==> config.mk <==
export PLATFORM = sky130hd
export DESIGN_NAME = serial_deserializer
export DESIGN_NICKNAME = d
export VERILOG_FILES = /design/src/rtl/deser_pkg.sv /design/src/rtl/deser_out_reg.sv /design/src/rtl/serial_deserializer.sv
export SDC_FILE = /design/constraint.sdc
export NUM_CORES = 1
export LEC_CHECK = 0
export ABC_CLOCK_PERIOD_IN_PS = 2900
export CAP_MARGIN = 20
export CORE_MARGIN = 10
export CORE_UTILIZATION = 35
export CTS_CLUSTER_SIZE = 10
export DETAILED_ROUTE_END_ITERATION = 8
export GPL_TIMING_DRIVEN = 0
export PLACE_DENSITY = 0.64
export SLEW_MARGIN = 15
export SYNTH_ARGS = -nofsm -noshare
export SYNTH_HDL_FRONTEND = slang
export SYNTH_HIERARCHICAL = 1
export SYNTH_SLANG_ARGS = --single-unit
export TNS_END_PERCENT = 1
==> constraint.sdc <==
create_clock -name clk -period 2.9 [get_ports clk]
set_clock_uncertainty 0.1 [all_clocks]
set_input_delay 0.58 -clock clk [delete_from_list [all_inputs] [get_ports clk]]
set_output_delay 0.58 -clock clk [all_outputs]
set_load 0.1 [all_outputs]
==> src/rtl/deser_pkg.sv <==
// Shared constants for the serial deserializer.
// Output-side FSM encodings and default counter width.
package deser_pkg;

    localparam int DEF_WIDTH = 8;
    localparam int CNT_W     = $clog2(DEF_WIDTH);

    localparam logic ST_EMPTY = 1'b0;
    localparam logic ST_FULL  = 1'b1;

endpackage

==> src/rtl/deser_out_reg.sv <==
// Output word holding register with valid/ready handshake.
// Generates the sticky overrun flag when a completed word is dropped.
module deser_out_reg
    import deser_pkg::*;
#(
    parameter int WIDTH = 8
) (
    input  logic             clk,
    input  logic             rst,
    input  logic             clear,
    input  logic             load_i,
    input  logic [WIDTH-1:0] cand_i,
    input  logic             word_ready,
    input  logic             overrun_clr,
    output logic [WIDTH-1:0] word_out,
    output logic             word_valid,
    output logic             overrun
);

    logic             state_q, state_d;
    logic [WIDTH-1:0] word_q, word_d;
    logic             ovr_q, ovr_d;
    logic             take;
    logic             drop;

    always_ff @(posedge clk) begin
        if (!rst) begin
            state_q <= ST_EMPTY;
            word_q  <= '0;
            ovr_q   <= 1'b0;
        end else begin
            state_q <= state_d;
            word_q  <= word_d;
            ovr_q   <= ovr_d;
        end
    end

    always_comb begin
        state_d = state_q;
        word_d  = word_q;
        ovr_d   = ovr_q;
        take    = (state_q == ST_EMPTY) || word_ready;
        drop    = load_i && !take && !clear;
        if (clear) begin
            state_d = ST_EMPTY;
            word_d  = '0;
        end else begin
            if (state_q == ST_FULL && word_ready) begin
                state_d = ST_EMPTY;
            end
            if (load_i && take) begin
                state_d = ST_FULL;
                word_d  = cand_i;
            end
        end
        // A drop in the same cycle outranks the clear request.
        if (drop) begin
            ovr_d = 1'b1;
        end else if (overrun_clr) begin
            ovr_d = 1'b0;
        end
    end

    assign word_out   = word_q;
    assign word_valid = (state_q == ST_FULL);
    assign overrun    = ovr_q;

endmodule

==> src/rtl/serial_deserializer.sv <==
// Serial-to-parallel word assembler with valid/ready output.
// Shift register and bit counter live here; output side is a sub-module.
module serial_deserializer
    import deser_pkg::*;
#(
    parameter int WIDTH     = 8,
    parameter bit MSB_FIRST = 1'b1
) (
    input  logic                     clk,
    input  logic                     rst,
    input  logic                     bit_in,
    input  logic                     bit_valid,
    input  logic                     clear,
    output logic [WIDTH-1:0]         word_out,
    output logic                     word_valid,
    input  logic                     word_ready,
    output logic [$clog2(WIDTH)-1:0] bit_cnt,
    output logic                     overrun,
    input  logic                     overrun_clr
);

    localparam int CW = $clog2(WIDTH);

    logic [WIDTH-1:0] shift_q, shift_d;
    logic [CW-1:0]    cnt_q, cnt_d;
    logic             complete;

    always_ff @(posedge clk) begin
        if (!rst) begin
            shift_q <= '0;
            cnt_q   <= '0;
        end else begin
            shift_q <= shift_d;
            cnt_q   <= cnt_d;
        end
    end

    always_comb begin
        shift_d  = shift_q;
        cnt_d    = cnt_q;
        complete = 1'b0;
        if (clear) begin
            shift_d = '0;
            cnt_d   = '0;
        end else if (bit_valid) begin
            if (MSB_FIRST) begin
                shift_d = {shift_q[WIDTH-2:0], bit_in};
            end else begin
                shift_d = {bit_in, shift_q[WIDTH-1:1]};
            end
            if (cnt_q == CW'(WIDTH - 1)) begin
                complete = 1'b1;
                cnt_d    = '0;
            end else begin
                cnt_d = cnt_q + 1'b1;
            end
        end
    end

    deser_out_reg #(
        .WIDTH (WIDTH)
    ) u_out (
        .clk         (clk),
        .rst         (rst),
        .clear       (clear),
        .load_i      (complete),
        .cand_i      (shift_d),
        .word_ready  (word_ready),
        .overrun_clr (overrun_clr),
        .word_out    (word_out),
        .word_valid  (word_valid),
        .overrun     (overrun)
    );

    assign bit_cnt = cnt_q;

endmodule

==> results_dict.tcl, run 1 <==
set metrics [dict create \
    status "completed" \
    fmaxAchievable_ghz 0.396 \
    drv_slew 0 \
    yosys_warnings 6 \
    max_stage_delay_ns 1.15 \
    crit_arrival_ns 1.84 \
    dp_hpwl_um 1340 \
    grt_pass1_vias 667 \
    synth_top_area_share_pct 45.3 \
    hp-class "reg2reg" \
    via_per_inst 4.34 \
    htree_levels 1 \
    total_power_uw 472 \
    die_y_um 71.5 \
    period_share_pct 87.0 \
    io_buffers 19 \
    gp_congestion 0.670 \
    syn_area_um2 928 \
    synth_cell_types 19 \
    area.growth.synth_to_final_pct 27.5 \
    grt_overflow_total 0 \
    crit_chain "clkdlybuf4s50_1" \
    antenna_found_initial 0 \
    synth_cells 93 \
    die_area_um2 5110 \
    grt_usage_pct 6.70 \
    critPathTopFamily "buffers and inverters" \
    cts_buffers 3 \
    setup_viol 0 \
    fin_setup_tns_ns 0 \
    clk_pin_slew_worst_paths_ns 0.11 \
    crit_type "reg2out" \
    cts_num_sinks 21 \
    synth_edf_count 0 \
    multi_input_area_um2 448 \
    path_max_fanout 4 \
    synthTopCellsByArea "dfxtp_1 (45%), mux2i_1 (19%), nor2_1 (7.3%), nand2_1 (6.1%), nand2b_4 (3.0%)" \
    drive_above_1_share_pct 12.9 \
    grt_setup_unrepaired "no" \
    start_kind "register" \
    place_ws_ns 0.709 \
    drtIter0Drc 11 \
    start_util_pct 37.1 \
    tritoncts "built" \
    seq_area_um2 420 \
    die_w_um 71.5 \
    num_rows 18 \
    pwr_density_cell_nw_per_um2 399 \
    fin_nets 126 \
    io_pins 20 \
    postCtsSetupBuffers 0 \
    place_area_um2 1160 \
    p_leak_nw 0.514 \
    wirelength_um 1610 \
    synth.avg_cell_area_um2 9.98 \
    final_hold_viol_count 0 \
    grt_max_degree 13 \
    yosysTopAreaCell "dfxtp_1" \
    postCtsHoldBufs 0 \
    wl_per_cell_um 11.0 \
    layout_min_cycle_time_ns 2.52 \
    hold_ws_ns 0.363 \
    clock_path_buffers 2 \
    ctsResizeCount 0 \
    synthFlopType "dfxtp_1" \
    setup_ws_ns 0.378 \
    cp-end-kind "output port" \
    grt_first_pass_wirelength_um 2860 \
    ys_ff_latch 21 \
    max_cap_viol_count 0 \
    slew_headroom_pct 34.8 \
    n_fill_cell 240 \
    ir_drop_v 0.000255 \
    clk_latency_ns 0.30 \
    crit_slowest_cell "clkdlybuf4s50_1" \
    dr.pass1.iters 2 \
    vias 633 \
    path_buf_inv 1 \
    core_area_um2 2500 \
    fin_area_um2 1180 \
    synthArstFlopShare_pct 0 \
    tightest_slew_ns 0.976 \
    diodes 0 \
    cp_data_required_time_ns 2.22 \
    drc 0 \
    syn_nets 102 \
    ys_seq_area_share_pct 45.3 \
    ant_nets 0 \
    cts-root-buf "clkbuf_4" \
]
## cell families (layout without fill, tap and decap cells)
kind of cell             Yosys count  in the layout  synth area share [%]
buffers and inverters              6             29                  6.47
multiplexers                      18             18                  19.4
AO/OA/AOI/OAI                      3              3                  2.16
flip-flops                        21             21                  45.3
adder cells (fa/ha/maj)            2              2                  2.69
AND/OR/NAND/NOR                   43             43                  24.0
## Yosys cell counts (2+ instances only)
cell type / instances
nand2b_1: 2
dfxtp_1: 21
nand2b_4: 2
buf_6: 2
nand2_1: 15
buf_2: 2
nor2_1: 18
mux2i_1: 18
nor2b_4: 2
ha_1: 2
## layout make-up
class / instances / area share, %
well taps: 30 / 3.17
multi-input cells: 66 / 37.8
repair buffers: 19 / 16.1
plain buffers: 6 / 5.07
clock inverters: 1 / 0.423
clock buffers: 3 / 1.90
flip-flops and latches: 21 / 35.5
## power breakdown
group | internal, mW | switching, mW | leakage (nW) | total [mW]
Sequential | 0.290 | 0.00105 | 0.169 | 0.291
Clock | 0.0514 | 0.0843 | 0.0177 | 0.136
Combinational | 0.0222 | 0.0232 | 0.327 | 0.0454
Total | 0.363 | 0.109 | 0.514 | 0.472
## cells in the final DEF (no fill, tap or decap)
| master | count |
|---|---|
| clkdlybuf4s50_1 | 19 |
| nand3b_1 | 1 |
| nand2_1 | 15 |
| mux2i_1 | 18 |
| buf_6 | 2 |
| nand2b_1 | 2 |
| o21a_1 | 1 |
| nand2b_4 | 2 |
| a21oi_1 | 1 |
| buf_2 | 2 |
| dfxtp_1 | 21 |
| ha_1 | 2 |
| nor2b_4 | 2 |
| and3b_1 | 1 |
| nor2_1 | 18 |
| clkbuf_4 | 3 |
| buf_12 | 1 |
| or3b_1 | 1 |
| nand2_2 | 1 |
| a21boi_1 | 1 |
| clkinv_2 | 1 |
| buf_4 | 1 |
## stage by stage
stage               util (%)  std cells
floorplan                  -         93
global placement        46.2        142
detailed placement      46.2        142
CTS                     47.3        146
global route            47.3        146
finish                  47.3        146
## flip-flops by register name, summed over array words and instances, names as in the netlist
signal and flops:
u_out/overrun 1, u_out/word_out 8, bit_cnt 3, shift_q 8, u_out/word_valid 1
## per-layer routing
metal	vias to the layer above	GRT usage [%]	share of wire, %
met5	-	0	0
met4	0	3.23	1.7
met3	2	2.62	3.3
met2	6	11.6	50
met1	277	6.92	45
li1	348	-	-
## worst paths after layout
path | startpoint | slack (ns) | depth (start not counted) | end
max | bit_cnt[0] | 0.38 | 1 | bit_cnt[0]
min reg2reg | u_out/word_out[2] | 0.36 | 2 | u_out/word_out[2]
max reg2reg | bit_cnt[0] | 1.35 | 6 | u_out/word_out[6]
min | u_out/word_out[2] | 0.36 | 2 | u_out/word_out[2]
Note: power is estimated with default switching activity, not from simulation.
==> run 2: changes to the inputs <==
- CAP_MARGIN: 20 -> unset
==> results of run 2 <==
The final DEF is identical to that of run 1; final timing and power are the same.
